<file path="config.mk">
export PLATFORM = sky130hd
export DESIGN_NAME = uart_rx
export DESIGN_NICKNAME = d
export VERILOG_FILES = /design/src/rtl/uart_pkg.sv /design/src/rtl/uart_bit_timer.sv /design/src/rtl/uart_rx.sv
export SDC_FILE = /design/constraint.sdc
export NUM_CORES = 1
export LEC_CHECK = 0
export ABC_AREA = 1
export BUFFER_PORTS_ARGS = -buffer_cell sky130_fd_sc_hd__buf_2
export CAP_MARGIN = 25
export CORE_MARGIN = 2
export CORE_UTILIZATION = 57
export DETAILED_ROUTE_END_ITERATION = 6
export PLACE_DENSITY = 0.77
export SLEW_MARGIN = 20
export SYNTH_ARGS = -nofsm -noshare
export SYNTH_HDL_FRONTEND = slang
export SYNTH_SLANG_ARGS = --single-unit
</file>
<file path="constraint.sdc">
create_clock -name sysclk -period 1.85 [get_ports sysclk]
set_clock_uncertainty 0.1 [all_clocks]
set_input_delay 0.555 -clock sysclk [delete_from_list [all_inputs] [get_ports sysclk]]
set_output_delay 0.555 -clock sysclk [all_outputs]
set_load 0.01 [all_outputs]
</file>
<file path="src/rtl/uart_pkg.sv">
// Shared UART definitions: FSM state encodings, frame width and the default bit period
// used by both the receiver and the transmitter.
package uart_pkg;

    typedef enum logic [1:0] {
        UART_STATE_IDLE  = 2'd0,
        UART_STATE_START = 2'd1,
        UART_STATE_DATA  = 2'd2,
        UART_STATE_STOP  = 2'd3
    } uart_state_t;

    localparam int UART_DATA_BITS = 8;

    // 115200 baud from a 125 MHz system clock
    localparam int UART_DEFAULT_BAUD_LENGTH = 125000000 / 115200;

endpackage

</file>
<file path="src/rtl/uart_bit_timer.sv">
// Bit-period timer: counts 0..BAUD_LENGTH_IN_CYCLES-1 and wraps, flagging the half-bit
// and last-cycle points. Shared between the UART receiver and transmitter.
module uart_bit_timer
    import uart_pkg::*;
#(
    parameter int BAUD_LENGTH_IN_CYCLES = UART_DEFAULT_BAUD_LENGTH
) (
    input  logic sysclk,
    input  logic rst,
    input  logic clear,
    output logic half_tick,
    output logic full_tick
);

    localparam int CNT_W = $clog2(BAUD_LENGTH_IN_CYCLES) + 1;
    localparam logic [CNT_W-1:0] HALF_LAST = CNT_W'(BAUD_LENGTH_IN_CYCLES / 2 - 1);
    localparam logic [CNT_W-1:0] FULL_LAST = CNT_W'(BAUD_LENGTH_IN_CYCLES - 1);

    logic [CNT_W-1:0] count;

    always_ff @(posedge sysclk) begin
        if (rst || clear || full_tick) begin
            count <= '0;
        end else begin
            count <= count + CNT_W'(1);
        end
    end

    assign half_tick = (count == HALF_LAST);
    assign full_tick = (count == FULL_LAST);

endmodule

</file>
<file path="src/rtl/uart_rx.sv">
// 8N1 UART receiver: synchronises the serial pin, samples each bit mid-period and hands
// bytes to the consumer through a one-entry valid/ready holding register.
module uart_rx
    import uart_pkg::*;
#(
    parameter int BAUD_LENGTH_IN_CYCLES = UART_DEFAULT_BAUD_LENGTH,
    parameter int SYNC_STAGES           = 2
) (
    input  logic                      sysclk,
    input  logic                      rst,
    input  logic                      UART_RX,
    output logic [UART_DATA_BITS-1:0] data_out,
    output logic                      data_valid,
    input  logic                      data_ready,
    output logic                      busy,
    output logic                      framing_error,
    output logic                      overrun
);

    localparam logic [2:0] LAST_BIT = 3'(UART_DATA_BITS - 1);

    logic [SYNC_STAGES-1:0]    sync_ff;
    logic                      rx_s;
    logic                      rx_prev;
    uart_state_t               state;
    uart_state_t               state_next;
    logic [2:0]                bit_idx;
    logic [UART_DATA_BITS-1:0] shift_reg;
    logic                      timer_clear;
    logic                      half_tick;
    logic                      full_tick;
    logic                      stop_sample;

    // Synchroniser and edge-detect history reset to the idle (high) line level
    always_ff @(posedge sysclk) begin
        if (rst) begin
            sync_ff <= '1;
            rx_prev <= 1'b1;
        end else begin
            sync_ff <= {sync_ff[SYNC_STAGES-2:0], UART_RX};
            rx_prev <= rx_s;
        end
    end

    assign rx_s = sync_ff[SYNC_STAGES-1];

    always_ff @(posedge sysclk) begin
        if (rst) begin
            state <= UART_STATE_IDLE;
        end else begin
            state <= state_next;
        end
    end

    always_comb begin
        state_next = state;
        case (state)
            UART_STATE_IDLE:  if (rx_prev && !rx_s) state_next = UART_STATE_START;
            UART_STATE_START: if (half_tick) state_next = rx_s ? UART_STATE_IDLE : UART_STATE_DATA;
            UART_STATE_DATA:  if (full_tick && bit_idx == LAST_BIT) state_next = UART_STATE_STOP;
            UART_STATE_STOP:  if (full_tick) state_next = UART_STATE_IDLE;
            default:          state_next = UART_STATE_IDLE;
        endcase
    end

    // Timer is held at zero while idle so it never wraps between frames
    assign timer_clear = (state_next != state) || (state == UART_STATE_IDLE);
    assign stop_sample = (state == UART_STATE_STOP) && full_tick;
    assign busy        = (state != UART_STATE_IDLE);

    uart_bit_timer #(
        .BAUD_LENGTH_IN_CYCLES(BAUD_LENGTH_IN_CYCLES)
    ) u_bit_timer (
        .sysclk   (sysclk),
        .rst      (rst),
        .clear    (timer_clear),
        .half_tick(half_tick),
        .full_tick(full_tick)
    );

    always_ff @(posedge sysclk) begin
        if (rst) begin
            bit_idx       <= '0;
            shift_reg     <= '0;
            data_out      <= '0;
            data_valid    <= 1'b0;
            framing_error <= 1'b0;
            overrun       <= 1'b0;
        end else begin
            framing_error <= stop_sample && !rx_s;
            overrun       <= stop_sample && rx_s && data_valid && !data_ready;

            if (state == UART_STATE_START) begin
                bit_idx <= '0;
            end else if (state == UART_STATE_DATA && full_tick) begin
                shift_reg <= {rx_s, shift_reg[UART_DATA_BITS-1:1]};
                bit_idx   <= bit_idx + 3'd1;
            end

            // A fresh byte may replace one being accepted this same cycle
            if (stop_sample && rx_s && (!data_valid || data_ready)) begin
                data_out   <= shift_reg;
                data_valid <= 1'b1;
            end else if (data_valid && data_ready) begin
                data_valid <= 1'b0;
            end
        end
    end

endmodule

</file>
==> Word level (Yosys, flattened, before mapping) <==
Index checks and enable logic that the tools add are counted.
{ "word_totals": {"reg_bits": 39, "out_inout_bits": 12, "elab_cells": 50} }
{ "op_classes": {"add_sub_neg": 2, "n_eq_ne": 7, "mux": 8, "n_bitwise": 1, "reduce_logical": 22} }
{ "op_table": {"columns": ["op", "count"], "rows": [
  ["$add 12x1->12 const B", 1],
  ["$eq 12x10->1 const B", 1],
  ["$eq 12x11->1 const B", 1],
  ["$logic_and 1x1->1", 10],
  ["$mux 2", 5],
  ["$pmux 2 s4", 1],
  ["$eq 2x2->1 const B", 2],
  ["$logic_or 1x1->1", 4],
  ["$reduce_bool 2->1", 2],
  ["$add 3x1->3 const B", 1],
  ["$eq 3x3->1 const B", 1],
  ["$logic_not 1->1", 3],
  ["$eq 2x1->1 const B", 1],
  ["$logic_not 2->1", 1],
  ["$mux 1", 2],
  ["$ne 2x2->1", 1],
  ["$reduce_and 2->1", 1],
  ["$reduce_or 2->1", 1],
  ["$not 1->1", 1]
]} }

==> Longest topological paths before layout <==
{ "logic_depth": {"ltp_word": 8, "mapped_depth": 13} }

==> Cells and area by module <==
A second synthesis with hierarchy kept.
{ "hier_totals": {"hier_cells": 230, "hier_area_um2": 1737.9} }
{ "modules_own_cells": {"columns": ["module", "instances", "cells_each", "area_per_inst_um2", "seq_area_each_um2"], "rows": [
  ["uart_rx", 1, 141, 1082.3, 540.5],
  ["uart_bit_timer", 1, 89, 655.6, 240.2]
]} }

==> Least setup slack after synthesis <==
Ideal clock, no wire load.
{ "synth_timing": {"path_kind": "register to register", "from": "reg u_bit_timer.count[0]", "to": "reg u_bit_timer.count[0]", "setup_time_ps": 117, "arrival_time_ps": 1398, "required_time_ps": 1633, "path_slack_ps": 235, "path_stages_with_launch": 14, "path_buffers": 1, "synth_period_minus_slack_ps": 1615, "cell_sequence": "dfxtp_1 inv_1 ha_1 nand2_1 nor2_1 nand3_2 nand2_2 nand2_1 clkinv_1 nand3_2 nand2_1 nand3_2 buf_6 nor2_2"} }
{ "synth_via": {"elab_chain_len": 8, "elab_cells_between_ends": 12, "classes_between": "1 x add/sub; 3 x eq/ne; 4 x mux; 4 x reduce/logical"} }
{ "synth_rtl": {"columns": ["item", "line", "rtl"], "rows": [
  ["from (decl)", "uart_bit_timer.sv:19", "logic [CNT_W-1:0] count;"],
  ["from (signal assigned)", "uart_bit_timer.sv:25", "count <= count + CNT_W'(1);"],
  ["$eq 12x11->1", "uart_bit_timer.sv:30", "assign full_tick = (count == FULL_LAST);"],
  ["$logic_and 1x1->1", "uart_rx.sv:60", "UART_STATE_DATA: if (full_tick && bit_idx == LAST_BIT) state_next = UART_STATE_STOP;"],
  ["$mux 2", "uart_rx.sv:60", null],
  ["$pmux 2 s4", "uart_rx.sv:57", "case (state)"],
  ["$ne 2x2->1", "uart_rx.sv:67", "assign timer_clear = (state_next != state) || (state == UART_STATE_IDLE);"],
  ["$logic_or 1x1->1", "uart_rx.sv:67", null],
  ["$logic_or 1x1->1 (2 in a row)", "uart_bit_timer.sv:22", "if (rst || clear || full_tick) begin"]
]} }
Several ways; a longest one is shown, not always the timed one.
A chain may end at the register's enable or synchronous reset.

==> Worst setup path after layout <==
{ "layout_timing": {"from": "reg u_bit_timer.count[0]", "to": "reg u_bit_timer.count[1]"} }
The elaborated chain is that of the path after synthesis.

==> impl_results.md <==
* Vias in the first global route at ~1200
* Initial Util at 0.609
* Setup TNS at 0 ps
* Final setup violation count at 0
* Largest net degree at the start of global routing at 15
* Layout Cells excl Fill at approximately 280
* Io pins at 16
* Synth-to-Final Area Change at 18.7%
* Final GP Congestion at ~0.84
* WL final at about 3.3 mm
* Fraction of layout cells with a size suffix above 1 at 0.287
* CP required at between 2000 and 2500 ps
* Grt ovf at 0
* Hold crit path type: in -> reg
* R2R setup slack at 40 ps
* Worst r2r src: u_bit_timer.count[0]
* Status: finished, final reports clean
* Most common cell in the synthesized netlist: nor2_1
* Core area at roughly 2800 um^2
* Maxcap violations at 0
* CTS tree: yes
* Num CTS Buffers at 5
* Setup ws final at 40.5 ps
* Crit path DAT at around 2000 ps
* Mapped Nets at roughly 230
* #FFs+latches synth at 39
* Core Util, Final at 0.723
* Starting DRT DRC Count at 62
* Std cell rows at 19
* Depth of the CTS H-tree at 2
* Post-synth top flop: dfxtp_1
* Worst R2R End: u_bit_timer.count[1]
* Crit Path Class: reg -> reg
* Period utilization at 0.978
* Fin. max-slew vios at 0
* Routed vias/inst at 4.95
* Top-area cell type share of the netlist area at 0.457
* Hold_sp: UART_RX
* Worst R2R Path Depth at 13
* Max reg flops at 12
* WHS at just under 300 ps
* Critical Path Start Type: flop
* Die extent in y at between 50 and 60 um
* DP Wirelength at around 2.2 mm
* CTS root buf: clkbuf_4
* Synth warn at 0
* Worst vdd ir at 0.560 mV
* Port bufs at 15
* N_diodes at 0
* Pwr dens at about 750 nW/um^2
* Syn avg cell area at between 7 and 8 um^2
* Worst skew pair latency at between 300 and 400 ps
* First-pass GRT wire length at 5.33 mm
* Cts hold-fix bufs at 0
* List of most frequent post-synthesis cells: nor2_1 (53), dfxtp_1 (39), inv_1 (25)
* First-pass iteration count of the detailed router at 4
* Yosys top cell by area: dfxtp_1
* Hold Fails Final Rpt at 0
* Clock sink count at 39
* Syn Inst Count at approximately 220
* Sequential-to-total area share from yosys stat at 0.457
* Nets at 259
* Hold EP: sync_ff[0]
* Mapped cell area at ~1700 um^2
* CTS Buffer Depth at 2
* DRC violations left at 0
* Number of synthesized flops with an enable pin at 0
* Vias at 1396
* Slew at the pin with the worst max-slew slack at about 320 ps
* Top cells by area, synth: dfxtp_1 (46%), nor2_1 (12%), inv_1 (5.5%)
* Placed insts at 269
* Power Total at 1.52 mW
* Async set-reset flop share out of synthesis at 0
* Antenna Nets Post-Route at 0
* GR Util All Layers at 0.204
* Synth cell types at 26
* Placement Cell Area at ~1800 um^2
* Register clock-pin slew on the reported worst setup and hold paths at ~120 ps
* Worst slew margin at 0.785
* Die width at between 50 and 60 um
* Min Tclk post-route at 1810 ps
* Endpoint class of the critical path: flop
* Hold path depth at 2
* Pre-CTS setup slack at 92.7 ps
* Leak at about 0.9 nW
* DR WL/cell at approximately 12 um
* Final non-filler cell area at 2030 um^2
* Fmax at roughly 550 MHz
* Die area at 3450 um^2
* Critical Path Fanout Max at 6
* Initial antenna violation count at 0
## worst max-delay path by stage
stage	from	end	slack, ps	depth (start not counted)
final	u_bit_timer.count[0]	u_bit_timer.count[1]	40	13
after global routing	u_bit_timer.count[0]	u_bit_timer.count[5]	-50	13
after CTS	u_bit_timer.count[0]	u_bit_timer.count[8]	50	13
after detailed placement	u_bit_timer.count[0]	u_bit_timer.count[8]	90	13
after global placement	u_bit_timer.count[0]	u_bit_timer.count[8]	170	13
after floorplan	u_bit_timer.count[0]	u_bit_timer.count[0]	240	13
## layout make-up
type                            count  area [um^2]
Clock buffer                        5         37.5
Clock inverter                      3         47.5
Fill cell                         220          776
Inverter                           33          124
Multi-Input combinational cell    146          816
Sequential cell                    39          786
Tap cell                           31         38.8
Timing Repair Buffer               25          180
## logic make-up after synthesis
logic type | Yosys count | share of synthesized area
AO/OA/AOI/OAI | 20 | 0.0615
buffers and inverters | 37 | 0.0878
flip-flops | 39 | 0.457
AND/OR/NAND/NOR | 110 | 0.301
adder cells (fa/ha/maj) | 5 | 0.0366
XOR/XNOR | 11 | 0.0564
## routing by layer
layer	routed length (um)	track usage	up-vias
met4	51	0.107	0
met2	1530	0.303	31
met3	167	0.0549	6
met1	1590	0.271	617
met5	0	0	-
li1	-	-	742
## placed cells by master, fill, tap and decap left out, types with 2 or more instances in the layout
master,instances
or2_2,2
clkbuf_4,5
buf_2,15
nor2_2,13
nand3_1,7
xnor2_1,3
nand4_1,5
o21ai_0,9
ha_1,4
nand2_2,4
inv_2,10
nor2_4,2
dfxtp_1,37
nand2_1,19
a211oi_1,2
nor2_1,51
nor3_2,2
xor2_1,8
buf_4,8
o21ai_1,8
nand3_2,2
inv_1,23
## report_power, final
group	internal, mW	switching, mW	total [mW]
Combinational	0.0339	0.0427	0.0766
Clock	0.291	0.303	0.594
Sequential	0.844	0.00478	0.849
## critical path: stages (launching register included)
cell,delay (ps)
dfxtp_4,380
inv_2,70
ha_4,120
nand2_1,60
nor2_2,170
nand3_2,120
nand2_2,100
nand2_1,70
inv_2,60
nand3_2,70
nand2_2,90
nand3_4,100
clkbuf_16,180
nor2_2,70
## timing repair
action	CTS	global route
setup buffers	0	4
resized for setup	0	14
endpoints found under the setup margin	0	17
(Power assumes the default switching activity.)
